## config.mk

```make
export PLATFORM = sky130hd
export DESIGN_NAME = db_req_hash
export DESIGN_NICKNAME = d
export VERILOG_FILES = /design/src/rtl/db_req_hash.sv
export SDC_FILE = /design/constraint.sdc
export NUM_CORES = 2
export LEC_CHECK = 0
export CORE_MARGIN = 5
export CORE_UTILIZATION = 62
export DETAILED_ROUTE_END_ITERATION = 8
export PLACE_DENSITY = 0.86
export SLEW_MARGIN = 20
export SYNTH_ARGS = -nofsm -noshare
export SYNTH_HDL_FRONTEND = slang
export SYNTH_SLANG_ARGS = --single-unit
```

## constraint.sdc

```tcl
create_clock -name clk -period 25.2 [get_ports clk]
set_input_delay 7.56 -clock clk [delete_from_list [all_inputs] [get_ports clk]]
set_output_delay 7.56 -clock clk [all_outputs]
set_load 0.02 [all_outputs]
```

## src/rtl/db_req_hash.sv

```systemverilog
// db_req_hash: request front-end for db_cont.
// Accepts key/value commands and hashes each key with a pipelined CRC-32.
// Finished commands are buffered in a small FIFO. They are then issued to db_cont
// as single-cycle out_valid pulses, with at least ISSUE_GAP cycles between pulses.
//
// Ports:
//   clk, rst           clock; asynchronous active-low reset
//   req_valid/ready    request handshake (accepted when both are high at an edge)
//   req_op/key/value   command fields; op and value pass through untouched
//   out_valid          one-cycle strobe to db_cont in_valid
//   out_op/hash/key/value  command fields, held between strobes
//   fifo_level         current FIFO occupancy
module db_req_hash #(
  parameter int KEY_SIZE   = 96,
  parameter int HASH_SIZE  = 32,
  parameter int VAL_SIZE   = 32,
  parameter int OP_SIZE    = 4,
  parameter int FIFO_DEPTH = 8,
  parameter int ISSUE_GAP  = 6
) (
  input  logic                          clk,
  input  logic                          rst,
  input  logic                          req_valid,
  output logic                          req_ready,
  input  logic [OP_SIZE-1:0]            req_op,
  input  logic [KEY_SIZE-1:0]           req_key,
  input  logic [VAL_SIZE-1:0]           req_value,
  output logic                          out_valid,
  output logic [OP_SIZE-1:0]            out_op,
  output logic [HASH_SIZE-1:0]          out_hash,
  output logic [KEY_SIZE-1:0]           out_key,
  output logic [VAL_SIZE-1:0]           out_value,
  output logic [$clog2(FIFO_DEPTH):0]   fifo_level
);

  localparam int NSTAGE = KEY_SIZE / 32;
  localparam int AW     = $clog2(FIFO_DEPTH);
  localparam int GW     = (ISSUE_GAP > 1) ? $clog2(ISSUE_GAP) : 1;

  // Fold one 32-bit word into the running CRC, MSB first (non-reflected).
  function automatic logic [31:0] crcFold(input logic [31:0] crcIn, input logic [31:0] word);
    logic [31:0] c;
    logic        fb;
    c = crcIn;
    for (int i = 31; i >= 0; i--) begin
      fb = c[31] ^ word[i];
      c  = {c[30:0], 1'b0};
      if (fb) c = c ^ 32'h04C11DB7;
    end
    return c;
  endfunction

  logic [NSTAGE-1:0]   stValid_q;
  logic [31:0]         stCrc_q   [NSTAGE];
  logic [OP_SIZE-1:0]  stOp_q    [NSTAGE];
  logic [KEY_SIZE-1:0] stKey_q   [NSTAGE];
  logic [VAL_SIZE-1:0] stValue_q [NSTAGE];

  logic [OP_SIZE-1:0]   memOp    [FIFO_DEPTH];
  logic [HASH_SIZE-1:0] memHash  [FIFO_DEPTH];
  logic [KEY_SIZE-1:0]  memKey   [FIFO_DEPTH];
  logic [VAL_SIZE-1:0]  memValue [FIFO_DEPTH];

  logic [AW:0]   wrPtr_q, wrPtr_d, rdPtr_q, rdPtr_d;
  logic [GW-1:0] gapCnt_q, gapCnt_d;
  logic          armed_q;
  logic          accept, push, issue;
  logic [AW:0]   level;
  logic [31:0]   occupancy;

  // Credits count both buffered entries and commands still in the hash pipeline.
  // This means every accepted request is guaranteed a FIFO slot.
  // The decode uses registers only, so req_ready has no path from req_valid.
  always_comb begin
    level     = wrPtr_q - rdPtr_q;
    occupancy = 32'(level);
    for (int k = 0; k < NSTAGE; k++) begin
      occupancy = occupancy + 32'(stValid_q[k]);
    end
    req_ready = armed_q && (occupancy < 32'(FIFO_DEPTH));
    accept    = req_valid && req_ready;
    push      = stValid_q[NSTAGE-1];
    issue     = (level != '0) && (gapCnt_q == '0);
  end

  always_comb begin
    wrPtr_d  = push  ? wrPtr_q + 1'b1 : wrPtr_q;
    rdPtr_d  = issue ? rdPtr_q + 1'b1 : rdPtr_q;
    gapCnt_d = gapCnt_q;
    if (issue) begin
      gapCnt_d = GW'(ISSUE_GAP - 1);
    end else if (gapCnt_q != '0) begin
      gapCnt_d = gapCnt_q - GW'(1);
    end
  end

  assign fifo_level = level;

  // armed_q keeps req_ready low until the first edge after reset is released.
  always_ff @(posedge clk or negedge rst) begin
    if (!rst) begin
      armed_q   <= 1'b0;
      stValid_q <= '0;
      wrPtr_q   <= '0;
      rdPtr_q   <= '0;
      gapCnt_q  <= '0;
    end else begin
      armed_q   <= 1'b1;
      stValid_q <= (stValid_q << 1) | NSTAGE'(accept);
      wrPtr_q   <= wrPtr_d;
      rdPtr_q   <= rdPtr_d;
      gapCnt_q  <= gapCnt_d;
    end
  end

  // Pipeline datapath: stage k folds key word k, starting with the most significant word.
  // Data registers are not reset because only stValid_q qualifies them.
  always_ff @(posedge clk) begin
    stCrc_q[0]   <= crcFold(32'hFFFFFFFF, req_key[KEY_SIZE-1 -: 32]);
    stOp_q[0]    <= req_op;
    stKey_q[0]   <= req_key;
    stValue_q[0] <= req_value;
    for (int k = 1; k < NSTAGE; k++) begin
      stCrc_q[k]   <= crcFold(stCrc_q[k-1], stKey_q[k-1][KEY_SIZE-1-32*k -: 32]);
      stOp_q[k]    <= stOp_q[k-1];
      stKey_q[k]   <= stKey_q[k-1];
      stValue_q[k] <= stValue_q[k-1];
    end
  end

  // The final XOR is applied as the finished command is written into the FIFO.
  always_ff @(posedge clk) begin
    if (push) begin
      memOp[wrPtr_q[AW-1:0]]    <= stOp_q[NSTAGE-1];
      memHash[wrPtr_q[AW-1:0]]  <= HASH_SIZE'(~stCrc_q[NSTAGE-1]);
      memKey[wrPtr_q[AW-1:0]]   <= stKey_q[NSTAGE-1];
      memValue[wrPtr_q[AW-1:0]] <= stValue_q[NSTAGE-1];
    end
  end

  // Output registers hold the last issued command while out_valid is low.
  always_ff @(posedge clk or negedge rst) begin
    if (!rst) begin
      out_valid <= 1'b0;
      out_op    <= '0;
      out_hash  <= '0;
      out_key   <= '0;
      out_value <= '0;
    end else begin
      out_valid <= issue;
      if (issue) begin
        out_op    <= memOp[rdPtr_q[AW-1:0]];
        out_hash  <= memHash[rdPtr_q[AW-1:0]];
        out_key   <= memKey[rdPtr_q[AW-1:0]];
        out_value <= memValue[rdPtr_q[AW-1:0]];
      end
    end
  end

endmodule
```

Yosys cells after proc, flatten, opt, wreduce, memory -nomap -nowiden. Memory sizes are Yosys's and may differ from the RTL's. A register that Yosys moved wholly into a read port is not among the register bits. Index checks and enable logic that the tools add are counted.

Latch bits: 0. Memories: 8. Bits in read-only memories: 0. Bits of input ports: 135. Register bits after elaboration: 16. Word-level logic and storage cells: 325. Output and inout bits: 170. Bits in writable memories: 1804.

Memory list: memKey (words 8, width 96, read ports 1, clocked after memory_dff 1, wr ports 1, line 61) `logic [KEY_SIZE-1:0] memKey [FIFO_DEPTH];`; stKey_q (words 3, width 96, read ports 3, clocked after memory_dff 0, wr ports 3, line 56) `logic [KEY_SIZE-1:0] stKey_q [NSTAGE];`; memHash (words 8, width 32, read ports 1, clocked after memory_dff 1, wr ports 1, line 60) `logic [HASH_SIZE-1:0] memHash [FIFO_DEPTH];`; memValue (words 8, width 32, read ports 1, clocked after memory_dff 1, wr ports 1, line 62) `logic [VAL_SIZE-1:0] memValue [FIFO_DEPTH];`; stCrc_q (words 3, width 32, read ports 3, clocked after memory_dff 0, wr ports 3, line 54) `logic [31:0] stCrc_q [NSTAGE];`; stValue_q (words 3, width 32, read ports 3, clocked after memory_dff 0, wr ports 3, line 57) `logic [VAL_SIZE-1:0] stValue_q [NSTAGE];`; 2 more memories.

Reduce and logical (&&, ||, !) cells: 11. Add/subtract/negate cells: 7. Equal/unequal tests: 0. Div/mod/pow operators: 0. Multiplexer cells: 100. Multiply operators: 0. Bitwise operators: 192. Shift operators: 0. Order comparisons: 1.

Operator list (count): $mux W27 (96); $not A14 Y14 (95); $xor A1 B1 Y1 (90); $not A32 Y32 (1); $add A4 B1 Y4 const B (2); $add A6 B1 Y7 (1); $lt A7 B4 Y1 const B (1); $add A5 B1 Y6 (1); $mux W3 (2); $add A4 B1 Y5 (1); $xor A1 B1 Y1 const A (5); $logic_not A1 Y1 (4); $reduce_bool A4 Y1 (1); $sub A4 B4 Y4 (1); $logic_and A1 B1 Y1 (3); $logic_not A3 Y1 (1); $or A3 B1 Y3 (1); $reduce_bool A3 Y1 (1); $sub A3 B1 Y3 const B (1); $mux W1 (2); $reduce_bool A2 Y1 (1).

Depth between registers and ports, before layout. An unclocked memory read counts as a cell.

Depth after elaboration: 65. Depth in mapped cells: 15. Mapped depth without buffers: 10.

Worst setup path after synthesis. Ideal clock, no wire load.

Kind: register to register. Start point: reg wrPtr_q[1]. End point: mem memHash[0][0], enable pin. Setup slack: 12.651 ns. Buffers on the path: 0. Cell stages (with the launch flop): 2. Data required time: 24.312 ns. Arrival time: 11.661 ns. Clock period less this slack: 12.549 ns. Path through: dfrtp_1 -> nor3_1.

RTL lines: start: declaration (line 64) `logic [AW:0] wrPtr_q, wrPtr_d, rdPtr_q, rdPtr_d;`; start signal: assignment (line 110) `wrPtr_q <= wrPtr_d;`; end: declaration (line 60).

Straight into the memory's write port.

Worst setup path after layout.
Start point: reg rdPtr_q[1]. End point: out req_ready.

Word-level cells in the longest chain between the ends: 6.

RTL lines: start: declaration (line 64); start signal: assignment (line 111) `rdPtr_q <= rdPtr_d;`; $sub A4 B4 Y4 (line 75) `level = wrPtr_q - rdPtr_q;`; $add A4 B1 Y5 (line 78) `occupancy = occupancy + 32'(stValid_q[k]);`; $add A5 B1 Y6 (line 78); $add A6 B1 Y7 (line 78); $lt A7 B4 Y1 (line 80) `req_ready = armed_q && (occupancy < 32'(FIFO_DEPTH));`; $logic_and A1 B1 Y1 (line 80); end: declaration (line 24) `output logic req_ready,`.

Every way passes these cells.

==> reports/qor.csv <==
stage;metric;value;unit
run_status;status;complete, no violations;
clocking;postCtsSetupBuffers;0;
timing;hold_ws;0.305;ns
timing;max_slew_margin;23.9;%
synthesis;synthDominantAreaCellType;edfxtp_1;
critical_path;reg2reg_depth;6;
synthesis;synth_fp_nets;4117;
finish;final_nets;4492;
floorplan;core_area;118000;sq um
global_route;grtUsageTotal;28.8;%
finish;area_growth;14.9;%
synthesis;yosys-top-cells-count;edfxtp_1, dfxtp_1, xnor2_1;
synthesis;yosys.area.top_type_share;53.1;%
finish;finish.utilization;72.0;%
timing;fmax;87.4;MHz
synthesis;yosysMostFrequentCell;edfxtp_1;
synthesis;ys_warn_count;0;
finish;fillers;6530;
timing;setup_viol;0;
floorplan;fp.dieW;356;microns
floorplan;rows;126;
finish;design_area;85200;sq um
critical_path;crit_start;rdPtr_q[1];
critical_path;cp.arrival;3.88;ns
synthesis;netlist_instances;3972;
timing;rsz0062_at_grt;no;
critical_path;cp-start-kind;flop;
drt;dr.pass1.iters;6;
flow_run;max_cap_violations;0;
critical_path;rrSetupSlack;20.69;ns
critical_path;max_stage_delay;0.97;ns
global_route;overflow;0;
finish;drive_gt1_share;16.8;%
synthesis;synth_async_sr_flop_share;9.07;%
synthesis;synth_edf_count;1312;
clocking;clock_latency;0.81;ns
global_route;grt_pass1_vias;39000;
synthesis;syn_avg_cell_area;18.7;sq um
drt;drc;0;
timing;layout_min_cycle_time;11.44;ns
critical_path;path_class;flop to primary output;
clocking;cts_buffers;185;
floorplan;die-height;356;microns
hold_path;hp-class;flop to flop;
drt;antenna_left;0;
clocking;path_clk_slew;0.07;ns
clocking;clockBufferDepth;3;
synthesis;yosysSeqAreaShare;72.5;%
drt;via_per_inst;6.07;
global_route;grt_start_max_net_pins;170;
timing;tightest_slew;1.14;ns
critical_path;crit_path_max_fanout;53;
timing;fin_skew;0.0367;ns
timing;hold_viol;0;
place;gp_congestion;0.876;
critical_path;crit_end;req_ready;
global_route;grt_pass1_wl;264000;microns
synthesis;syn-cell-area;74200;sq um
timing;finalMaxSlewViolations;0;
place;dp_hpwl;102000;microns
synthesis;synth_area_leaders;edfxtp_1, dfxtp_1, mux4_2;
place;port-buffer-count;304;
critical_path;r2r_end;out_op[0];
drt;via_count;37100;
clocking;htreeDepth;4;
clocking;cts-root-buf;clkbuf_16;
floorplan;ioPinCount;305;
synthesis;synth_cell_types;37;
drt;wl;179000;microns
synthesis;yosys_register_bits;1984;
critical_path;cp-end-kind;primary output;
global_route;grt_antenna_before_repair;13;
critical_path;timing.critical_path.cells;inv_1 -> fa_1 -> ha_1 -> a31oi_1 -> o21ai_0 -> nor2_1 -> clkdlybuf4s50_1;
synthesis;synth_flop_cell;edfxtp_1;
critical_path;cp.required;17.64;ns
clocking;cts_tree;built;
clocking;ctsHoldBuffers;0;
timing;fin_crit_sh;45.4;%
place;placed_area;79100;sq um
timing;finalSetupTns;0;ns
drt;drt-initial-drc-count;4195;
clocking;cts.sinks;1984;
critical_path;r2r_start;rdPtr_q[0];
floorplan;die-area;127000;sq um
hold_path;min_from;stKey_q[0][0];
critical_path;critical_path.slowest_cell;dfrtp_4;
drt;wl_per_cell;29.3;microns
floorplan;initial_core_util;62.6;%
clocking;cts-resized-gates;0;
## cell usage in the layout (no fill, tap or decap), drive strengths merged, types with 8 or more instances in the layout
cell              n
clkbuf          271
xnor3           107
xor3             19
a31oi           165
edfxtp         1312
nand2           335
mux4            328
xor2            151
nor2            172
dfxtp           492
ha                8
buf              44
dfrtp           180
clkdlybuf4s50   303
clkinv           62
inv              54
xnor2           478
## flip-flops by register name, summed over array words and instances (netlist names), 4 cells and up
name and count:
memKey 768, stKey_q 288, memHash 256, memValue 256, out_key 96, stCrc_q 96
stValue_q 96, memOp 32, out_hash 32, out_value 32, stOp_q 12, out_op 4
rdPtr_q 4, wrPtr_q 4
## critical path, delay by kind of cell (launching register included)
| kind | cells | cell delay [ns] |
|---|---|---|
| adder cells (fa/ha/maj) | 2 | 0.86 |
| buffers and inverters | 2 | 0.89 |
| AND/OR/NAND/NOR | 1 | 0.13 |
| flip-flops | 1 | 0.97 |
| AO/OA/AOI/OAI | 2 | 0.24 |
## through the flow
| stage | worst slack [ns] | std cells |
|---|---|---|
| floorplan | 12.65 | 3972 |
| global placement | 13.20 | 5759 |
| detailed placement | 13.14 | 5759 |
| CTS | 13.70 | 6110 |
| global route | 13.53 | 6111 |
| finish | 13.76 | 6113 |
## worst min-delay path by stage
stage	to	cells after the start
5_1_grt	stValue_q[0][33]	0
2_1_floorplan	stKey_q[0][100]	0
3_5_place_dp	stKey_q[0][100]	0
6_report	stKey_q[0][96]	0
3_3_place_gp	stValue_q[0][75]	0
4_1_cts	stValue_q[0][33]	0
## final cells by class
| class | instances | area [sq um] | area share (%) |
|---|---|---|---|
| Sequential cell | 1984 | 53800 | 63.1 |
| Multi-Input combinational cell | 1785 | 19700 | 23.1 |
| Clock buffer | 271 | 5440 | 6.39 |
| Timing Repair Buffer | 347 | 3460 | 4.06 |
| Tap cell | 1600 | 2000 | 2.35 |
| Clock inverter | 80 | 666 | 0.781 |
| Inverter | 44 | 170 | 0.200 |
| Antenna cell | 2 | 5.00 | 0.00587 |
## per-layer routing
layer	GRT usage, %	up-vias	share of wire [%]
met5	0	-	0.032
met4	12.0	8	4.6
met3	6.22	358	9.2
met2	47.5	2003	50
met1	38.0	19200	36
li1	-	15500	-
## kinds of logic after synthesis
family	synth area share [%]
adder cells (fa/ha/maj)	0.189
AND/OR/NAND/NOR	2.65
flip-flops	72.5
AO/OA/AOI/OAI	1.45
other	0.00506
buffers and inverters	1.05
XOR/XNOR	12.2
multiplexers	9.99
Power is not shown: default switching activity piles up to over one toggle a cycle in this logic, so the estimate is an artifact.
